$ cat config.mk
export PLATFORM = sky130hd
export DESIGN_NAME = dsi_tx_line_reader_flat
export DESIGN_NICKNAME = d
export VERILOG_FILES = /design/src/rtl/dsi_tx_line_reader_if.sv /design/src/rtl/dsi_tx_line_reader.sv /design/src/flat_wrapper.sv
export SDC_FILE = /design/constraint.sdc
export NUM_CORES = 1
export LEC_CHECK = 0
export CAP_MARGIN = 5
export CORE_MARGIN = 1.5
export CORE_UTILIZATION = 30
export CTS_CLUSTER_DIAMETER = 100
export DETAILED_ROUTE_END_ITERATION = 10
export GPL_TIMING_DRIVEN = 0
export HOLD_SLACK_MARGIN = 0.02
export MAX_ROUTING_LAYER = met4
export PLACE_DENSITY = 0.69
export SYNTH_ARGS = -nofsm -noshare
export SYNTH_HDL_FRONTEND = slang
export SYNTH_SLANG_ARGS = --single-unit
$ cat constraint.sdc
create_clock -name clk -period 4.65 [get_ports clk]
set_input_delay 1.1625 -clock clk [delete_from_list [all_inputs] [get_ports clk]]
set_output_delay 1.1625 -clock clk [all_outputs]
set_load 0.01 [all_outputs]
$ cat src/rtl/dsi_tx_line_reader_if.sv
// Bundle of FIFO read-side, line control and byte-stream signals for the DSI TX line reader.
// master = the line reader itself, slave = the FIFO / packet assembler environment.
interface dsi_tx_line_reader_if;
  logic [31:0] fifo_data;
  logic        fifo_not_empty;
  logic        fifo_line_ready;
  logic        fifo_read_ack;
  logic        line_start;
  logic        line_busy;
  logic        line_done;
  logic [7:0]  pixel_byte;
  logic        pixel_byte_valid;
  logic        pixel_byte_ready;
  logic        pixel_byte_last;
  logic [15:0] crc_out;
  logic        crc_valid;
  logic        underflow;

  modport master (
    input  fifo_data, fifo_not_empty, fifo_line_ready, line_start, pixel_byte_ready,
    output fifo_read_ack, line_busy, line_done, pixel_byte, pixel_byte_valid,
           pixel_byte_last, crc_out, crc_valid, underflow
  );

  modport slave (
    output fifo_data, fifo_not_empty, fifo_line_ready, line_start, pixel_byte_ready,
    input  fifo_read_ack, line_busy, line_done, pixel_byte, pixel_byte_valid,
           pixel_byte_last, crc_out, crc_valid, underflow
  );
endinterface

$ cat src/rtl/dsi_tx_line_reader.sv
// Pops 32-bit words from the show-ahead pixel FIFO and serialises one line as a byte stream.
// Optional payload CRC-16 (reflected 0x8408) enabled by defining DSI_TX_LINE_READER_CRC_EN.
module dsi_tx_line_reader #(
  parameter int LINE_BYTES = 640,
  parameter int CNT_W      = $clog2(LINE_BYTES + 1)
) (
  input  logic                 clk,
  input  logic                 rst_n,
  dsi_tx_line_reader_if.master bus
);

  typedef enum logic [1:0] {IDLE, WAIT_LINE, STREAM, FINISH} state_t;

  state_t           state_q, state_d;
  logic [CNT_W-1:0] cnt_q, cnt_d;
  logic [1:0]       idx_q, idx_d;
  logic             underflow_q, underflow_d;
  logic             is_last;
  logic             handshake;
  logic [7:0]       byte_sel;

  assign is_last  = (cnt_q == CNT_W'(LINE_BYTES - 1));
  assign byte_sel = bus.fifo_data[{idx_q, 3'b000} +: 8];

  always_ff @(posedge clk or negedge rst_n) begin
    if (!rst_n) begin
      state_q     <= IDLE;
      cnt_q       <= '0;
      idx_q       <= '0;
      underflow_q <= 1'b0;
    end else begin
      state_q     <= state_d;
      cnt_q       <= cnt_d;
      idx_q       <= idx_d;
      underflow_q <= underflow_d;
    end
  end

  always_comb begin
    state_d              = state_q;
    cnt_d                = cnt_q;
    idx_d                = idx_q;
    underflow_d          = underflow_q;
    handshake            = 1'b0;
    bus.pixel_byte       = 8'h00;
    bus.pixel_byte_valid = 1'b0;
    bus.pixel_byte_last  = 1'b0;
    bus.fifo_read_ack    = 1'b0;
    bus.line_done        = 1'b0;
    case (state_q)
      IDLE: begin
        if (bus.line_start) begin
          state_d     = WAIT_LINE;
          cnt_d       = '0;
          idx_d       = '0;
          underflow_d = 1'b0;
        end
      end
      WAIT_LINE: begin
        if (bus.fifo_line_ready) state_d = STREAM;
      end
      STREAM: begin
        bus.pixel_byte       = byte_sel;
        bus.pixel_byte_valid = bus.fifo_not_empty;
        bus.pixel_byte_last  = is_last;
        if (!bus.fifo_not_empty) underflow_d = 1'b1;
        handshake = bus.fifo_not_empty & bus.pixel_byte_ready;
        if (handshake) begin
          // The final word is popped even when its upper lanes are unused.
          bus.fifo_read_ack = (idx_q == 2'd3) | is_last;
          idx_d             = idx_q + 2'd1;
          if (is_last) state_d = FINISH;
          else         cnt_d   = cnt_q + CNT_W'(1);
        end
      end
      FINISH: begin
        bus.line_done = 1'b1;
        state_d       = IDLE;
      end
      default: state_d = IDLE;
    endcase
  end

  assign bus.line_busy = (state_q != IDLE);
  assign bus.underflow = underflow_q;

`ifdef DSI_TX_LINE_READER_CRC_EN
  logic [15:0]      crc_q, crc_d;
  logic [8:0][15:0] crc_chain;
  logic             crc_init;

  assign crc_init     = (state_q == IDLE) & bus.line_start;
  assign crc_chain[0] = crc_q;

  // One reflected CCITT step per payload bit, LSB first.
  for (genvar gi = 0; gi < 8; gi++) begin : g_crc_bit
    assign crc_chain[gi+1] = (crc_chain[gi][0] ^ byte_sel[gi])
                           ? ((crc_chain[gi] >> 1) ^ 16'h8408)
                           : (crc_chain[gi] >> 1);
  end

  always_comb begin
    crc_d = crc_q;
    if (crc_init)       crc_d = 16'hFFFF;
    else if (handshake) crc_d = crc_chain[8];
  end

  always_ff @(posedge clk or negedge rst_n) begin
    if (!rst_n) crc_q <= 16'h0000;
    else        crc_q <= crc_d;
  end

  assign bus.crc_out   = crc_q;
  assign bus.crc_valid = (state_q == FINISH);
`else
  assign bus.crc_out   = 16'h0000;
  assign bus.crc_valid = 1'b0;
`endif

endmodule

$ cat src/flat_wrapper.sv
// flat-port wrapper written by rule: the top's interface ports become plain ports
module dsi_tx_line_reader_flat 
#(
  parameter int LINE_BYTES = 640,
  parameter int CNT_W      = $clog2(LINE_BYTES + 1)
)
  (clk, rst_n, bus_fifo_data, bus_fifo_not_empty, bus_fifo_line_ready, bus_line_start, bus_pixel_byte_ready, bus_fifo_read_ack, bus_line_busy, bus_line_done, bus_pixel_byte, bus_pixel_byte_valid, bus_pixel_byte_last, bus_crc_out, bus_crc_valid, bus_underflow);
  dsi_tx_line_reader_if bus_i ();
  input  logic clk;
  input  logic rst_n;
  input wire logic [$bits(bus_i.fifo_data)-1:0] bus_fifo_data;
  input wire logic [$bits(bus_i.fifo_not_empty)-1:0] bus_fifo_not_empty;
  input wire logic [$bits(bus_i.fifo_line_ready)-1:0] bus_fifo_line_ready;
  input wire logic [$bits(bus_i.line_start)-1:0] bus_line_start;
  input wire logic [$bits(bus_i.pixel_byte_ready)-1:0] bus_pixel_byte_ready;
  output wire logic [$bits(bus_i.fifo_read_ack)-1:0] bus_fifo_read_ack;
  output wire logic [$bits(bus_i.line_busy)-1:0] bus_line_busy;
  output wire logic [$bits(bus_i.line_done)-1:0] bus_line_done;
  output wire logic [$bits(bus_i.pixel_byte)-1:0] bus_pixel_byte;
  output wire logic [$bits(bus_i.pixel_byte_valid)-1:0] bus_pixel_byte_valid;
  output wire logic [$bits(bus_i.pixel_byte_last)-1:0] bus_pixel_byte_last;
  output wire logic [$bits(bus_i.crc_out)-1:0] bus_crc_out;
  output wire logic [$bits(bus_i.crc_valid)-1:0] bus_crc_valid;
  output wire logic [$bits(bus_i.underflow)-1:0] bus_underflow;
  assign bus_i.fifo_data = bus_fifo_data;
  assign bus_i.fifo_not_empty = bus_fifo_not_empty;
  assign bus_i.fifo_line_ready = bus_fifo_line_ready;
  assign bus_i.line_start = bus_line_start;
  assign bus_i.pixel_byte_ready = bus_pixel_byte_ready;
  assign bus_fifo_read_ack = bus_i.fifo_read_ack;
  assign bus_line_busy = bus_i.line_busy;
  assign bus_line_done = bus_i.line_done;
  assign bus_pixel_byte = bus_i.pixel_byte;
  assign bus_pixel_byte_valid = bus_i.pixel_byte_valid;
  assign bus_pixel_byte_last = bus_i.pixel_byte_last;
  assign bus_crc_out = bus_i.crc_out;
  assign bus_crc_valid = bus_i.crc_valid;
  assign bus_underflow = bus_i.underflow;
  dsi_tx_line_reader #(.LINE_BYTES(LINE_BYTES), .CNT_W(CNT_W)) u_core (.clk(clk), .rst_n(rst_n), .bus(bus_i));
endmodule
==> results.cfg, run 1 <==
[global_route]
grt_pass1_vias = 1224
grt_max_degree = 16
grt_pass1_wl_um = 5789
antenna_found_initial = 0
grt.total_usage_pct = 14.53
overflow = 0

[clock_tree]
cts_repair_resize_count = 0
insertion_delay_ns = 0.26
root_buffer = clkbuf_8
hold_buffers = 0
cts_made_buffers = 3
clock-sinks = 15
clk_pin_slew_worst_paths_ns = 0.06
post_cts_buffers = 0
cts_tree = built
htree_levels = 1
cts.path.max_buffers = 2

[worst_setup_path]
path_delay_family = buffers and inverters
cp.required_ns = 3.49
endpoint_kind = output port
crit_slowest_cell = clkdlybuf4s50_1
reg2reg_slack_ns = 2.69
start_kind = input port
path_buf_inv = 2
cpMostUsedCell = clkdlybuf4s50_1
critical_path_class = in -> out
crit_chain = clkdlybuf4s50_1 -> mux4_2 -> and2_1 -> clkdlybuf4s50_1
crit_fanout = 1
worstPathArrival_ns = 2.65
slowest_delay_ns = 0.48

[power_and_ir_drop]
pwr-share-comb_pct = 63.2
pwr-share-clk_pct = 12.3
p_seq_share_pct = 24.4
p_per_area_nw_per_um2 = 434.0
cellInternalPower_uw = 522.3
switching_share_pct = 41.98
p_switching_uw = 378.0
p_leak_nw = 0.8977
ir_worst_vdd_mv = 0.2905

[yosys]
synth_warnings = 0
synth_mux_area_share_pct = 14.72
synth_top_family_by_area = simple AND/OR/NAND/NOR gates
synth_area_sq_um = 1394
synth_cell_types = 40
synthXorXnorAreaFrac_pct = 0
synth_compound_area_share_pct = 15.80
synth_seq_area_share_pct = 26.93
avgSynthCellArea_sq_um = 9.231
synth_cells = 151
synthAdderAreaFrac_pct = 5.386
yosys.area_share.simple_pct = 22.71
async_flop_share_pct = 100.0
synth-edff-count = 0
ys_ff_latch = 15
ys.flop_type = dfrtp_1

[cells_and_area]
drive_gt1_share_pct = 15.77
layout_common_cells = clkdlybuf4s50_1, buf_4, conb_1, dfrtp_1, nand2_1
synthToLayoutAreaGrowth_pct = 48.83
antenna_cells = 0
nNetsFinal = 267
final_common_cell = clkdlybuf4s50_1
post-route-cell-area_sq_um = 2074
nFillCells = 427

[detailed_routing]
drt-vias-per-instance = 4.883
wire_per_inst_um = 12.63
drtPass1Iterations = 4
drc = 0
ant_nets = 0
initialDrtViolationCount = 41
dr_total_vias = 1338
wirelength_um = 3460

[placed_design]
place_area_sq_um = 2029
place.gp.congestion = 0.7741
place_hpwl_um = 2645
pre_cts_slack_ns = 0.8274
port-buffer-count = 51

[timing]
fin_hold_ws_ns = 0.5525
min_period_ns = 3.811
max_freq_ghz = 0.2624
slew_violations = 0
setup_tns_ns = 0
fin_worst_skew_ns = 0.008943
setup_viol = 0
post-route-period-util_pct = 81.95
maxSlewHeadroom_pct = 52.45
worst_pin_slew_ns = 0.7110
grt_setup_unrepaired = false
hold_viol_final = 0
fin_ws_ns = 0.8392

[die]
die-area_sq_um = 5064
core_area_sq_um = 4414
io_pins = 69
fp.dieH_um = 71.16
start_util_pct = 31.58
row_count = 24
fp.dieW_um = 71.16

[run]
drv_cap = 0

[outcome]
status = complete, no violations

[hold_path]
hold_class = reg -> reg
==> registers in the layout (all words and copies together) (netlist names) <==
signal,count
u_core.state_q,2
u_core.bus.underflow,1
u_core.idx_q,2
u_core.cnt_q,10
==> worst reg2reg max path, cell delays in order (launching register included) <==
cell	delay (ns)
dfrtp_1	0.42
inv_1	0.09
ha_1	0.23
clkbuf_1	0.37
clkbuf_1	0.43
o21ai_1	0.13
a2bb2oi_1	0.20
==> area by class of cell <==
type | instances | area [sq um] | share of cell area, %
well taps | 52 | 65.06 | 3.136
clock buffers | 4 | 45.04 | 2.171
multi-input cells | 121 | 880.8 | 42.46
inverters | 6 | 22.52 | 1.086
plain buffers | 25 | 175.2 | 8.444
flip-flops and latches | 15 | 375.4 | 18.09
repair buffers | 51 | 510.5 | 24.61
==> synthesized netlist by cell type, types with 4 or more instances <==
master    instances  area, sq um
clkbuf_1          4        15.01
mux4_2            8        180.2
a21oi_1           7        35.03
nand2_1          11        41.29
o211ai_1          4        30.03
buf_4            17        127.6
dfrtp_1          15        375.4
o21ai_1           4        20.02
nand3_1           6        30.03
nor3_1            5        25.02
and2_1            8        50.05
and3_1            4        25.02
nand4_1           5        31.28
ha_1              6        75.07
inv_1             6        22.52
nor2_1            7        26.28
==> path summary, 6_finish.rpt <==
check                           cells past startpoint           endpoint               from
worst max register to register                      6    u_core.cnt_q[3]  u_core.state_q[0]
min in group asynchronous                           1    u_core.idx_q[0]              rst_n
max in group asynchronous                           1    u_core.cnt_q[4]              rst_n
worst min-delay path                                2    u_core.cnt_q[6]    u_core.cnt_q[6]
worst max-delay path                                4  bus_pixel_byte[4]  bus_fifo_data[20]
worst min register to register                      2    u_core.cnt_q[6]    u_core.cnt_q[6]
==> per-stage QoR <==
stage,util (%),power [mW],std cells
after floorplan,-,0.5856,167
after CTS,47.00,0.9046,274
final,47.00,0.9003,274
after detailed placement,45.98,0.7883,270
after global placement,45.98,0.7812,270
after global routing,47.00,0.9799,274
==> routing by layer <==
layer	global-route usage, %	part of all wire, %	vias up	wire [um]
met5	-	0	-	0
met4	5.451	1.4	0	49
met3	2.707	7.4	5	255
met2	22.43	46	62	1589
met1	18.92	45	598	1565
li1	-	-	673	-
==> logic make-up (layout without fill, tap and decap cells) <==
group | after synthesis | after routing
AOI/OAI and AO/OA | 31 | 31
buffers and inverters | 31 | 86
other | 1 | 17
and+or+nand+nor | 57 | 57
DFF | 15 | 15
muxes | 10 | 10
adders and majority gates | 6 | 6
==> power groups by stage <==
| stage | registers, mW | logic (mW) | clock network (mW) |
|---|---|---|---|
| final | 0.220 | 0.569 | 0.111 |
| after CTS | 0.219 | 0.571 | 0.115 |
| after global routing | 0.229 | 0.630 | 0.121 |
| after global placement | 0.220 | 0.561 | 0 |
| after detailed placement | 0.222 | 0.566 | 0 |
| after floorplan | 0.212 | 0.373 | 0 |
Power figures use the tool's default switching activity.
==> run 2: changes to the inputs <==
==> constraint.sdc (replaced) <==
create_clock -name clk -period 3.71 [get_ports clk]
set_input_delay 0.9275 -clock clk [delete_from_list [all_inputs] [get_ports clk]]
set_output_delay 0.9275 -clock clk [all_outputs]
set_load 0.01 [all_outputs]
==> results of run 2 <==
Same layout as run 1 (identical final DEF). Status: complete, no violations.
Main changes from that run: setup slack after placement 0.8274 ns -> 0.3574 ns; clock-pin slew on the worst setup and hold paths 0.06 ns -> 0.07 ns; setup slack after layout 0.8392 ns -> 0.3155 ns; start point of the critical path bus_fifo_data[20] -> u_core.state_q[0]; register-to-register setup slack 2.69 ns -> 1.75 ns; total power 0.9003 mW -> 1.128 mW; worst IR drop on VDD 0.2905 mV -> 0.3641 mV
